### config.mk
export PLATFORM = sky130hd
export DESIGN_NAME = apb_slave_module
export DESIGN_NICKNAME = d
export VERILOG_FILES = /design/src/rtl/apb_slave_module_pkg.sv /design/src/rtl/apb_slave_module_decode.sv /design/src/rtl/apb_slave_module.sv
export SDC_FILE = /design/constraint.sdc
export NUM_CORES = 1
export LEC_CHECK = 0
export ABC_AREA = 1
export BUFFER_PORTS_ARGS = -buffer_cell sky130_fd_sc_hd__buf_2
export CAP_MARGIN = 0
export CORE_ASPECT_RATIO = 0.5
export CORE_UTILIZATION = 41
export CTS_BUF_LIST = sky130_fd_sc_hd__clkbuf_16
export CTS_CLUSTER_DIAMETER = 30
export DETAILED_ROUTE_END_ITERATION = 8
export GPL_ROUTABILITY_DRIVEN = 0
export GPL_TIMING_DRIVEN = 1
export PLACE_DENSITY_LB_ADDON = 0.25
export SYNTH_ARGS = -nofsm -noshare
export SYNTH_HDL_FRONTEND = slang
export SYNTH_SLANG_ARGS = --single-unit
### constraint.sdc
create_clock -name clk_i -period 1.3 [get_ports clk_i]
set_input_delay 0.065 -clock clk_i [delete_from_list [all_inputs] [get_ports clk_i]]
set_output_delay 0.065 -clock clk_i [all_outputs]
set_load 0.01 [all_outputs]
### src/rtl/apb_slave_module_pkg.sv
// rtl/apb_slave_module_pkg.sv - shared constants for the APB front end of the matrix-multiplier accelerator
//
// Holds the register offsets, the 2-bit FSM state encoding and the strobe-width
// derivation shared by apb_slave_module and apb_decode_module.
package apb_slave_module_pkg;

    // Register offsets, taken from paddr[4:0]
    localparam logic [4:0] OFF_CONTROL   = 5'h00;
    localparam logic [4:0] OFF_OPERAND_A = 5'h04;
    localparam logic [4:0] OFF_OPERAND_B = 5'h08;
    localparam logic [4:0] OFF_FLAGS     = 5'h0C;
    localparam logic [4:0] OFF_SP        = 5'h10;

    // FSM state encoding
    localparam logic [1:0] ST_IDLE  = 2'd0;
    localparam logic [1:0] ST_WRITE = 2'd1;
    localparam logic [1:0] ST_READ  = 2'd2;
    localparam logic [1:0] ST_RESP  = 2'd3;

    // Number of matrix elements carried per bus word (strobe width)
    function automatic int calc_max_dim(input int bus_width, input int data_width);
        return bus_width / data_width;
    endfunction

endpackage

### src/rtl/apb_slave_module_decode.sv
// rtl/apb_slave_module_decode.sv - register offset decoder for the APB front end
//
// Ports:
//   offset_i     register offset (paddr[4:0])
//   pwrite_i     access direction, 1 = write
//   busy_i       accelerator running
//   legal_o      offset maps to an existing register
//   read_only_o  access is a write to a register the bus may only read
//   locked_o     access is a write to a configuration register while running
module apb_decode_module
    import apb_slave_module_pkg::*;
(
    input  logic [4:0] offset_i,
    input  logic       pwrite_i,
    input  logic       busy_i,
    output logic       legal_o,
    output logic       read_only_o,
    output logic       locked_o
);

    logic w_is_cfg;
    logic w_is_status;

    always_comb begin
        w_is_cfg    = (offset_i == OFF_CONTROL) || (offset_i == OFF_OPERAND_A) ||
                      (offset_i == OFF_OPERAND_B);
        w_is_status = (offset_i == OFF_FLAGS) || (offset_i == OFF_SP);
        legal_o     = w_is_cfg || w_is_status;
        read_only_o = pwrite_i && w_is_status;
        // Configuration registers must not change under a running computation
        locked_o    = pwrite_i && busy_i && w_is_cfg;
    end

endmodule

### src/rtl/apb_slave_module.sv
// rtl/apb_slave_module.sv - APB slave converting host accesses into register-file access strobes
//
// Ports:
//   clk_i, rst_ni                      clock, asynchronous active-low reset
//   psel_i, penable_i, pwrite_i        APB control
//   paddr_i, pwdata_i, pstrb_i         APB address, write data, per-element strobe
//   busy_i                             accelerator running
//   rf_data_i                          combinational read data from the register file
//   prdata_o, pready_o, pslverr_o      APB response
//   address_o, data_o                  register-file address and write data
//   write_enable_o, strobe_o           register-file write pulse and element strobe
module apb_slave_module
    import apb_slave_module_pkg::*;
#(
    parameter int  DATA_WIDTH = 32,
    parameter int  BUS_WIDTH  = 64,
    parameter int  ADDR_WIDTH = 32,
    localparam int MAX_DIM    = calc_max_dim(BUS_WIDTH, DATA_WIDTH)
) (
    input  logic                  clk_i,
    input  logic                  rst_ni,
    input  logic                  psel_i,
    input  logic                  penable_i,
    input  logic                  pwrite_i,
    input  logic [ADDR_WIDTH-1:0] paddr_i,
    input  logic [BUS_WIDTH-1:0]  pwdata_i,
    input  logic [MAX_DIM-1:0]    pstrb_i,
    input  logic                  busy_i,
    input  logic [BUS_WIDTH-1:0]  rf_data_i,
    output logic [BUS_WIDTH-1:0]  prdata_o,
    output logic                  pready_o,
    output logic                  pslverr_o,
    output logic [ADDR_WIDTH-1:0] address_o,
    output logic [BUS_WIDTH-1:0]  data_o,
    output logic                  write_enable_o,
    output logic [MAX_DIM-1:0]    strobe_o
);

    logic [1:0]            r_state;
    logic                  r_err;
    logic [BUS_WIDTH-1:0]  r_prdata;
    logic                  r_pready;
    logic                  r_pslverr;
    logic [ADDR_WIDTH-1:0] r_address;
    logic [BUS_WIDTH-1:0]  r_data;
    logic                  r_write_enable;
    logic [MAX_DIM-1:0]    r_strobe;

    logic w_legal;
    logic w_read_only;
    logic w_locked;
    logic w_err;
    logic w_setup;

    apb_decode_module u_decode (
        .offset_i    (paddr_i[4:0]),
        .pwrite_i    (pwrite_i),
        .busy_i      (busy_i),
        .legal_o     (w_legal),
        .read_only_o (w_read_only),
        .locked_o    (w_locked)
    );

    assign w_err   = !w_legal || w_read_only || w_locked;
    // penable_i high while idle is a protocol violation and is not a setup phase
    assign w_setup = psel_i && !penable_i;

    always_ff @(posedge clk_i or negedge rst_ni) begin
        if (!rst_ni) begin
            r_state        <= ST_IDLE;
            r_err          <= 1'b0;
            r_prdata       <= '0;
            r_pready       <= 1'b0;
            r_pslverr      <= 1'b0;
            r_address      <= '0;
            r_data         <= '0;
            r_write_enable <= 1'b0;
            r_strobe       <= '0;
        end else begin
            r_write_enable <= 1'b0;
            r_pready       <= 1'b0;
            r_pslverr      <= 1'b0;
            case (r_state)
                ST_IDLE: begin
                    if (w_setup) begin
                        r_address      <= paddr_i;
                        r_data         <= pwdata_i;
                        r_strobe       <= pstrb_i;
                        r_err          <= w_err;
                        // Registered here so the pulse occupies exactly the WRITE cycle
                        r_write_enable <= pwrite_i && !w_err;
                        r_state        <= pwrite_i ? ST_WRITE : ST_READ;
                    end
                end
                ST_WRITE: begin
                    if (!psel_i) begin
                        r_state <= ST_IDLE;
                    end else begin
                        r_pready  <= 1'b1;
                        r_pslverr <= r_err;
                        r_state   <= ST_RESP;
                    end
                end
                ST_READ: begin
                    if (!psel_i) begin
                        r_state <= ST_IDLE;
                    end else begin
                        r_prdata  <= r_err ? '0 : rf_data_i;
                        r_pready  <= 1'b1;
                        r_pslverr <= r_err;
                        r_state   <= ST_RESP;
                    end
                end
                ST_RESP: begin
                    r_state <= ST_IDLE;
                end
                default: begin
                    r_state <= ST_IDLE;
                end
            endcase
        end
    end

    assign prdata_o       = r_prdata;
    assign pready_o       = r_pready;
    assign pslverr_o      = r_pslverr;
    assign address_o      = r_address;
    assign data_o         = r_data;
    assign write_enable_o = r_write_enable;
    assign strobe_o       = r_strobe;

endmodule

* Yosys cells after proc, flatten, opt, wreduce, memory -nomap -nowiden
Index checks and enable logic that the tools add are counted.
Storage, ports and cells: bits in registers 168, output and inout port bits 165
Operators by class: eq/ne operators 8, muxes and demuxes 11, reduce and logical (&&, ||, !) cells 19
Operators by type and width (count):
- two-way mux 64 bit | 1
- == test 5 x 4 -> 1 bit (second input constant) | 2
- logical OR 1 bit | 6
- two-way mux 1 bit | 6
- two-way mux 2 bit | 3
- one-hot mux 2 bit (3 select lines) | 1
- == test 5 x 3 -> 1 bit (second input constant) | 1
- == test 5 bit (second input constant) | 1
- logical AND 1 bit | 5
- zero test 5 bit | 1
- == test 2 bit (second input constant) | 2
- AND reduction 2 bit | 2
- zero test 1 bit | 3
- == test 2 x 1 -> 1 bit (second input constant) | 1
- zero test 2 bit | 1
- != test 2 bit (second input constant) | 1
- OR reduction 2 bit | 1

* Depth between registers and ports, before layout
Gate-level depths: netlist of run 1.
depth after elaboration 11, depth in mapped cells 8, gate-level depth less buffers 6

* By module
From an unflattened synthesis of run 1, not the netlist that was laid out.
Second synthesis, totals: cells, all modules 743, area total of the unflattened synthesis 6570.1 sq um
Modules (own cells, without submodules):
- apb_slave_module | instances 1, cells each 729, area each 6508.7 sq um
- apb_decode_module | instances 1, cells each 14, area each 61.3 sq um

* Worst setup path after synthesis of run 1
Ideal clock, no wire load.
path type reg-to-reg, start point register r_state[0], end point register r_prdata[13] (netlist: prdata_o[13]), library setup time 0.132 ns, arrival 1.156 ns, setup slack 0.011 ns, stages on the path, launching flop included 9, period minus slack after synthesis 1.289 ns, cell sequence dfrtp_1 -> inv_1 -> ha_1 -> nand2_1 -> buf_4 -> buf_4 -> buf_6 -> nand2_1 -> o21ai_1
Between the ends: longest elaborated chain between the ends 2
RTL lines:
- start: declaration | RTL line apb_slave_module.sv:39 | logic [1:0] r_state;
- start signal: assignment | RTL line apb_slave_module.sv:92 | r_state <= pwrite_i ? ST_WRITE : ST_READ;
- == test 2 bit | RTL line apb_slave_module.sv:83 | case (r_state)
- AND reduction 2 bit (no source line)
- end signal: assignment | RTL line apb_slave_module.sv:108 | r_prdata <= r_err ? '0 : rf_data_i;
- end: declaration | RTL line apb_slave_module.sv:41 | logic [BUS_WIDTH-1:0] r_prdata;
No other way between the ends. A chain may end at the register's enable or synchronous reset.

* Worst setup path in the final report of run 1
start point register r_state[1], end point register r_data[17] (netlist: data_o[17])
Between the ends: longest elaborated chain between the ends 2
RTL lines:
- zero test 2 bit | RTL line apb_slave_module.sv:83
- AND reduction 2 bit (no source line)
- end signal: assignment | RTL line apb_slave_module.sv:87 | r_data <= pwdata_i;
- end: declaration | RTL line apb_slave_module.sv:45 | logic [BUS_WIDTH-1:0] r_data;
No other way between the ends.

==> run summary, run 1 <==
Area growth syn-to-layout: 77.63%
First DRT Iteration DRCs: 350
Die Span Y: 91.15 um
most frequent cells in the layout: 352 x nand2_1, 331 x buf_2, 168 x dfrtp_1, 164 x dlygate4sd3_1, 54 x nand2_2
final hold vios: 0
largest net degree at the start of global routing: 42
Max transition margin: 0.7685
CP Data Arrival Time: 1700 ps
max_cap viols: 0
Setup CP Type: flop to flop
Pint: 14.19 mW
Data required, critical path: 1600 ps
Max IR drop VDD: 1.122 mV
outcome: finished, violations left
Mapped Area: 0.006516 sq mm
worst-margin pin slew: 347.3 ps
Final Critical Period: 1403 ps
vias in the first global route: 7013
clock sink count: 168
grt ovf: 0
syn avg cell area: 8.890 sq um
Final WS setup: -102.5 ps
initial antenna violation count: 0
violations in the final reports: negative setup slack
Nets: 1419
commonest non-fill, non-tap cell in the layout: nand2_1
vias per inst: 4.876
Port Buffers: 332
Comb pwr share: 0.417
Mapped Cells: 733
fillers: 1003
Initial Util: 0.4216
Final period util: 1.079
crit end category: flop
Seq cells post-synth: 168
RSZ-0062 raised after global routing: yes
CTS tree: done
fin cells: 1465
remaining antenna violation count: 0
final instance area: 0.01157 sq mm
DRT Pass-1 Iters: 4
placed insts: 1250
Total Power: 23.20 mW
via count: 7144
CTS max path bufs: 2
CTS root buf: clkbuf_16
Num CTS Buffers: 17
CP Max Fanout: 7
Post-route DRC: 0
WHS: 31.61 ps
share of cells above drive strength 1: 0.3933
CP Launch Type: flop
Clk pwr share: 0.205
total track usage: 0.2562
register share of total power: 0.378
row count: 32
Layout Skew: 8.598 ps
Core ar.: 0.01545 sq mm
Ys Warns: 0
sequential cell area fraction in the yosys report: 0.6452
sw power: 9.008 mW
die area: 0.01643 sq mm
CTS HTree Levels: 4
DP HPWL: 12100 um
leakage power: 6.405 nW
Mapped Nets: 904
Wirelength per Cell: 16.03 um
clk slew on worst S/H paths: 70 ps
PwrDens: 2004 mW/mm^2
I/O Pins: 333
# diodes: 0
FMAX: 713.0 MHz
Yosys cell types: 14
first-pass GRT wire length: 33530 um
Clock Latency Late Sink: 420 ps
setup violators final: 126
HP Class: input port to flop
Die X: 180.3 um
switch share: 0.3883
Placed Area: 0.008531 sq mm
drt total wl: 23480 um
count of pins over their slew limit: 0
## through the flow
step	util	setup TNS, ps	worst slack, ps
finish	0.7489	-4333	-102.5
floorplan	-	0	11.44
detailed placement	0.5520	-7633	-94.20
global route	0.7489	-13490	-163.8
global placement	0.5520	-1408	-34.21
CTS	0.7013	-8420	-89.35
## state kept, by name, indices dropped and copies added, names as in the netlist
| name | flops |
|---|---|
| address_o | 32 |
| data_o | 64 |
| prdata_o | 64 |
| pready_o | 1 |
| pslverr_o | 1 |
| r_err | 1 |
| r_state | 2 |
| strobe_o | 2 |
| write_enable_o | 1 |
## worst max-delay path, stage by stage (launching register included)
cell and delay, ps:
dfrtp_1 380, inv_2 70, ha_4 170, nand3_4 90, buf_12 170, clkinv_16 90, clkbuf_16 180, nand2_2 70
nand2_1 60
## area by class of cell
cell class	instances	area (sq um)	share of cell area
clock buffers	17	425.4	0.03675
well taps	204	255.2	0.02205
multi-input cells	513	2442	0.2110
inverters	10	63.81	0.005513
flip-flops and latches	168	4204	0.3632
repair buffers	537	4046	0.3496
clock inverters	15	121.4	0.01049
repair inverters	1	16.27	0.001405
## power by group through the flow
stage / clock network [mW] / logic (mW) / registers (mW)
final: 4.75 / 9.69 / 8.76
after global routing: 5.08 / 10.6 / 8.99
after CTS: 4.84 / 8.44 / 8.61
after detailed placement: 0 / 7.85 / 8.64
after global placement: 0 / 7.64 / 8.59
after floorplan: 0 / 3.08 / 9.69
## synthesized netlist by cell type
cell / n / area share
nand2_1: 433 / 0.25
dfrtp_1: 168 / 0.65
o21ai_0: 48 / 0.037
buf_2: 22 / 0.017
o21ai_1: 20 / 0.015
clkbuf_1: 12 / 0.0069
inv_1: 9 / 0.0052
buf_4: 5 / 0.0058
nor2_1: 4 / 0.0023
buf_6: 3 / 0.0052
ha_1: 3 / 0.0058
nand3_1: 3 / 0.0023
o211ai_1: 2 / 0.0023
inv_2: 1 / 0.00058
## path summary, 6_finish.rpt
kind | startpoint | endpoint | slack, ps | depth (start not counted)
max | r_state[1]$_DFFE_PN0P_ | data_o[17]$_DFFE_PN0P_ | -100 | 8
min | psel_i | pready_o$_DFF_PN0_ | 30 | 3
max reg2reg | r_state[1]$_DFFE_PN0P_ | data_o[17]$_DFFE_PN0P_ | -100 | 8
min reg2reg | data_o[18]$_DFFE_PN0P_ | data_o[18]$_DFFE_PN0P_ | 470 | 2
max in group asynchronous | rst_ni | data_o[45]$_DFFE_PN0P_ | 660 | 3
min in group asynchronous | rst_ni | prdata_o[3]$_DFFE_PN0P_ | 100 | 2
## metal layers
metal,part of all wire,global-route usage
met1,0.38,0.3009
met2,0.51,0.4454
met3,0.060,0.05616
met4,0.045,0.1332
met5,0,0
## logic make-up (layout without fill, tap and decap cells)
kind of cell,after synthesis,count (layout),share of synthesized area
compound gates,70,70,0.05453
buf+inv,52,580,0.04051
flops,168,168,0.6452
simple gates,440,440,0.2540
fa+ha+maj,3,3,0.005761
## timing repair
item | CTS | global route
setup buffers | 0 | 5
pin swaps | 0 | 16
resized for setup | 22 | 156
setup endpoints to repair | 164 | 166
endpoints found under the hold margin | 332 | 0
hold buffers | 164 | 0
gates cloned | 2 | 12
Note: power is estimated with default switching activity, not from simulation.
==> run 2: changes to the inputs <==
--- a/config.mk
+++ b/config.mk
@@ -5,13 +5,13 @@
 export SDC_FILE = /design/constraint.sdc
 export NUM_CORES = 1
 export LEC_CHECK = 0
-export ABC_AREA = 1
+export ABC_AREA = 0
 export BUFFER_PORTS_ARGS = -buffer_cell sky130_fd_sc_hd__buf_2
 export CAP_MARGIN = 0
 export CORE_ASPECT_RATIO = 0.5
-export CORE_UTILIZATION = 41
+export CORE_UTILIZATION = 42
 export CTS_BUF_LIST = sky130_fd_sc_hd__clkbuf_16
-export CTS_CLUSTER_DIAMETER = 30
+export CTS_CLUSTER_DIAMETER = 40
 export DETAILED_ROUTE_END_ITERATION = 8
 export GPL_ROUTABILITY_DRIVEN = 0
 export GPL_TIMING_DRIVEN = 1
==> run 2 against run 1 <==
  * The flow still finishes with violations (negative setup slack)
  * Power increased by 8.8%
  * Register-to-register slack got worse by 110 ps
  * Synthesized cell count shrank 29%
  * Largest cell class unchanged
==> run summary, run 2 <==
CP Cell Sequence: inv_2, ha_4, nand3b_1, buf_12, buf_12, mux2_2
die area: 0.01715 sq mm
vias per inst: 4.661
Port Buffers: 332
First DRT Iteration DRCs: 202
Mapped Nets: 690
syn avg cell area: 13.43 sq um
Final period util: 1.165
met3 wire length: 1083 um
Worst path top cell family by delay: buffers and inverters
crit end category: flop
Clock Latency Late Sink: 420 ps
met2 WL: 10930 um
row count: 32
FFs w/ async S/R, synth: 1.000
Final WS setup: -215.1 ps
grt ovf: 0
fillers: 1029
Total Power: 25.24 mW
cell mode on critical path: buf_12
Die Span Y: 93.10 um
worst-margin pin slew: 339.2 ps
ys flop type: dfrtp_1
clk slew on worst S/H paths: 70 ps
remaining antenna violation count: 0
sequential cell area fraction in the yosys report: 0.6031
CP Launch Type: flop
highest metal used: met4
CP Max Fanout: 15
Area growth syn-to-layout: 69.65%
violations in the final reports: negative setup slack
drt total wl: 21520 um
CP max stage delay: 350 ps
Nets: 1225
CTS HTree Levels: 4
Initial Util: 0.4407
leakage power: 6.109 nW
Storage cell area: 0.004204 sq mm
pre-CTS WS: -232.2 ps
DRT Pass-1 Iters: 4
most frequent cells in the layout: 331 x buf_2, 168 x dfrtp_1, 166 x dlygate4sd3_1, 89 x mux2_4, 68 x nand2_1
Layout Skew: 8.219 ps
Synth top cells by count: 168 x dfrtp_1, 87 x mux2_4, 69 x nand2_1, 69 x o21ai_0, 64 x nand2b_1
number of enable flip-flop cells after synthesis: 0
Seq cells post-synth: 168
Data required, critical path: 1600 ps
Mapped Area: 0.006970 sq mm
FMAX: 660.0 MHz
Wirelength per Cell: 16.71 um
share of cells above drive strength 1: 0.4902
Ys Warns: 0
Slowest cell on crit path: dfrtp_1
via count: 6004
post-synth top area cell: dfrtp_1
Setup Total Neg Slack: -24440 ps
total track usage: 0.2349
DP HPWL: 12260 um
CTS root buf: clkbuf_16
Core ar.: 0.01582 sq mm
Mapped Cells: 519
Num CTS Buffers: 17
footprint of the multi-input gates: 0.002681 sq mm
count of pins over their slew limit: 0
Buf/Inv on CP: 3
Final Critical Period: 1515 ps
I/O Pins: 333
Metal-1 WL: 8735 um
initial antenna violation count: 0
outcome: finished, violations left
final hold vios: 0
first-pass GRT wire length: 31220 um
Yosys cell types: 20
setup violators final: 162
PwrDens: 2134 mW/mm^2
Post-route DRC: 0
CTS max path bufs: 2
CP Data Arrival Time: 1820 ps
clock sink count: 168
Die X: 184.2 um
commonest non-fill, non-tap cell in the layout: buf_2
# diodes: 0
Max transition margin: 0.7715
HP Class: input port to flop
Setup CP Type: flop to flop
Max IR drop VDD: 1.155 mV
most frequent cell after synthesis: dfrtp_1
utilization after layout: 0.7477
largest cells by area after synthesis: dfrtp_1 60%, mux2_4 19%, nand2b_1 5.7%
vias in the first global route: 6194
RSZ-0062 raised after global routing: yes
CTS tree: done
largest net degree at the start of global routing: 67
max_cap viols: 0
area fraction of the dominant cell type after synthesis: 0.6031
-- run 2: changes by cell type after synthesis, moves of 6 or more --
cell and change:
nand2_1 -364, mux2_4 +87, nand2b_1 +64, o21ai_0 +21, o21ai_1 -20, buf_2 -17
mux2_2 +13, buf_6 +6
-- run 2: worst register-to-register path: stages, from the launching register on --
cell and delay, ps:
dfrtp_1 350, inv_2 60, ha_4 150, nand3b_1 120
buf_12 190, buf_12 180, mux2_2 350
-- run 2: where the power goes --
| part | total (mW) | switching [mW] | internal, mW |
|---|---|---|---|
| Combinational | 10.9 | 4.91 | 6.02 |
| Sequential | 9.18 | 1.42 | 7.76 |
| Clock | 5.13 | 2.24 | 2.89 |
| Total | 25.2 | 8.57 | 16.7 |
-- run 2: final timing paths --
| kind | startpoint | end | slack (ps) | cells after the start |
|---|---|---|---|---|
| setup / recovery | r_state[0]$_DFFE_PN0P_ | data_o[63]$_DFFE_PN0P_ | -220 | 6 |
| hold / removal | penable_i | r_state[1]$_DFFE_PN0P_ | 60 | 3 |
| setup reg to reg | r_state[0]$_DFFE_PN0P_ | data_o[63]$_DFFE_PN0P_ | -220 | 6 |
| hold reg to reg | prdata_o[9]$_DFFE_PN0P_ | prdata_o[9]$_DFFE_PN0P_ | 470 | 2 |
| max in group asynchronous | rst_ni | data_o[31]$_DFFE_PN0P_ | 600 | 3 |
| min in group asynchronous | rst_ni | address_o[31]$_DFFE_PN0P_ | 130 | 2 |
-- run 2: cells by family (layout without fill, tap and decap cells) --
group	after synthesis	count (layout)	share of synthesized area
fa+ha+maj	3	3	0.005386
mux	101	101	0.2098
compound gates	72	72	0.05223
buf+inv	37	581	0.03105
simple gates	138	142	0.09837
flops	168	168	0.6031
-- run 2: layout make-up --
type / instances / share of cell area
clock buffers: 17 / 0.03598
clock inverters: 15 / 0.01418
inverters: 5 / 0.001587
multi-input cells: 318 / 0.2267
flip-flops and latches: 168 / 0.3555
well taps: 221 / 0.02338
repair buffers: 544 / 0.3426
-- run 2: layer usage --
layer	vias up	track usage
li1	2819	-
met1	2900	0.2643
met2	225	0.4277
met3	60	0.05101
met4	0	0.1118
met5	-	0
-- run 2: metrics by stage --
| stage | instance area, sq um | hold WS (ps) | instances |
|---|---|---|---|
| global placement | 9092 | -25.71 | 1067 |
| CTS | 11420 | 34.78 | 1269 |
| detailed placement | 9092 | -28.33 | 1067 |
| floorplan | 7028 | -230.6 | 519 |
| global route | 11830 | 71.23 | 1288 |
| finish | 11830 | 62.19 | 1288 |
-- run 2: repair_timing --
item                                    4_1_cts  5_1_grt
resized for setup                             7       37
hold buffers                                166        0
gates cloned                                  1       17
pin swaps                                     2        0
setup buffers                                 3        2
endpoints found under the setup margin      163      164
endpoints found under the hold margin       331        0
==> run 3: changes to the inputs <==
--- a/config.mk
+++ b/config.mk
@@ -9,6 +9,7 @@
 export BUFFER_PORTS_ARGS = -buffer_cell sky130_fd_sc_hd__buf_2
 export CAP_MARGIN = 0
 export CORE_ASPECT_RATIO = 0.5
+export CORE_MARGIN = 3
 export CORE_UTILIZATION = 42
 export CTS_BUF_LIST = sky130_fd_sc_hd__clkbuf_16
 export CTS_CLUSTER_DIAMETER = 40
==> constraint.sdc (replaced) <==
create_clock -name clk_i -period 1.3 [get_ports clk_i]
set_input_delay 0.13 -clock clk_i [delete_from_list [all_inputs] [get_ports clk_i]]
set_output_delay 0.13 -clock clk_i [all_outputs]
set_load 0.01 [all_outputs]
==> run 3 against run 2 <==
  * The flow still finishes with violations (negative setup slack)
  * Fmax down 1.2%
  * Clock-buffer cell count did not move
  * Critical path type unchanged
  * Global-route usage increased by 0.55 points
  * Die area up 6.6%
  * Largest cell class is now non-clock buffers
  * Power is 5.8% higher
  * Non-clock buffer count rose by 6
==> run summary, run 3 (synthesis results as in run 2) <==
Max transition margin: 0.6500
Clock Latency Late Sink: 420 ps
clk slew on worst S/H paths: 70 ps
leakage power: 6.374 nW
worst-margin pin slew: 525.0 ps
CP Data Arrival Time: 1830 ps
PwrDens: 2147 mW/mm^2
pre-CTS WS: -204.3 ps
I/O Pins: 333
outcome: finished, violations left
CP Launch Type: flop
Setup CP Type: flop to flop
CP Max Fanout: 10
Nets: 1227
share of cells above drive strength 1: 0.5893
Layout Skew: 8.610 ps
FMAX: 652.0 MHz
utilization after layout: 0.7867
CTS root buf: clkbuf_16
# diodes: 0
HP Class: input port to flop
row count: 32
grt ovf: 0
Num CTS Buffers: 17
vias per inst: 4.736
vias in the first global route: 6539
DRT Pass-1 Iters: 4
Storage cell area: 0.004204 sq mm
clock sink count: 168
via count: 6109
Final Critical Period: 1534 ps
CP max stage delay: 370 ps
Wirelength per Cell: 18.04 um
Initial Util: 0.4407
violations in the final reports: negative setup slack
largest net degree at the start of global routing: 87
Area growth syn-to-layout: 78.50%
WHS: 136.8 ps
count of pins over their slew limit: 0
CP Cell Sequence: inv_2, ha_4, nand3b_1, buf_6, buf_12, mux2_4
DP HPWL: 12480 um
setup violators final: 163
first-pass GRT wire length: 35180 um
Port Buffers: 332
initial antenna violation count: 0
Data required, critical path: 1590 ps
Final WS setup: -233.8 ps
most frequent cells in the layout: 331 x buf_2, 168 x dfrtp_1, 165 x dlygate4sd3_1, 93 x mux2_4, 64 x nand2b_1
total track usage: 0.2404
CTS max path bufs: 2
remaining antenna violation count: 0
drt total wl: 23270 um
die area: 0.01827 sq mm
Die Span Y: 97.10 um
Final period util: 1.180
Max IR drop VDD: 1.175 mV
CTS tree: done
RSZ-0062 raised after global routing: yes
Post-route DRC: 0
commonest non-fill, non-tap cell in the layout: buf_2
Slowest cell on crit path: dfrtp_1
Die X: 188.2 um
First DRT Iteration DRCs: 218
footprint of the multi-input gates: 0.003129 sq mm
final hold vios: 0
max_cap viols: 0
crit end category: flop
Core ar.: 0.01582 sq mm
CTS HTree Levels: 4
fillers: 901
==> run 3: cell types whose count changed in the layout (fill, tap and decap cells not counted), moves of 5 or more <==
cell,previous run,this run
buf_6,8,13
nand2_1,68,6
o21ai_2,2,44
nand2_2,1,31
nand2_4,1,31
o21ai_0,43,3
buf_4,15,7
==> run 3: timing repair <==
item / in CTS / in global routing
hold buffers: 165 / 0
setup endpoints to repair: 157 / 166
buffers inserted: 9 / 8
cloned: 8 / 13
gates resized for setup: 43 / 217
pin swaps: 4 / 86
hold endpoints to repair: 331 / 0
==> run 3: final cells by class <==
type | count | share of cell area
clock buffers | 17 | 0.03419
repair buffers | 550 | 0.3430
well taps | 221 | 0.02222
multi-input cells | 314 | 0.2515
clock inverters | 15 | 0.009654
inverters | 5 | 0.001508
flip-flops and latches | 168 | 0.3379
==> run 3: per-stage QoR <==
stage | cells | total power, mW | instance area [sq um] | TNS [ps]
after floorplan | 519 | 14.51 | 7028 | -10880
after global placement | 1061 | 18.24 | 9010 | -16050
after detailed placement | 1061 | 18.51 | 9010 | -19570
after CTS | 1274 | 24.52 | 11610 | -23030
after global routing | 1290 | 28.06 | 12440 | -33790
final | 1290 | 26.71 | 12440 | -25670
==> run 3: worst paths after layout <==
path	start	to	slack, ps	cells after the start
min in group asynchronous	rst_ni	data_o[9]$_DFFE_PN0P_	310	3
worst min-delay path	busy_i	write_enable_o$_DFF_PN0_	140	4
worst max-delay path	r_state[0]$_DFFE_PN0P_	data_o[40]$_DFFE_PN0P_	-230	6
worst max register to register	r_state[0]$_DFFE_PN0P_	data_o[40]$_DFFE_PN0P_	-230	6
worst min register to register	prdata_o[20]$_DFFE_PN0P_	prdata_o[20]$_DFFE_PN0P_	470	2
max in group asynchronous	rst_ni	address_o[2]$_DFFE_PN0P_	560	3
==> run 3: report_power, final <==
part           leakage [nW]  total [mW]  internal (mW)  switching, mW
sequential             2.11        9.52           7.76           1.76
clock                 0.271        4.74           2.49           2.25
combinational          4.00        12.4           6.91           5.53
total                  6.37        26.7           17.2           9.54
==> run 3: metal layers <==
layer  track usage  vias to the layer above  wire length (um)
met1        0.2866                     3052              9340
met2        0.4293                      203             12270
met3       0.05946                       40              1115
met5             0                        -                 0
met4       0.07834                        0               547
li1              -                     2814                 -
==> run 3: worst max-delay path, delay by kind of cell, from the launching register on <==
| family | cells | cell delay [ps] |
|---|---|---|
| buf+inv | 3 | 440 |
| flops | 1 | 370 |
| mux | 1 | 320 |
| fa+ha+maj | 1 | 150 |
| simple gates | 1 | 130 |
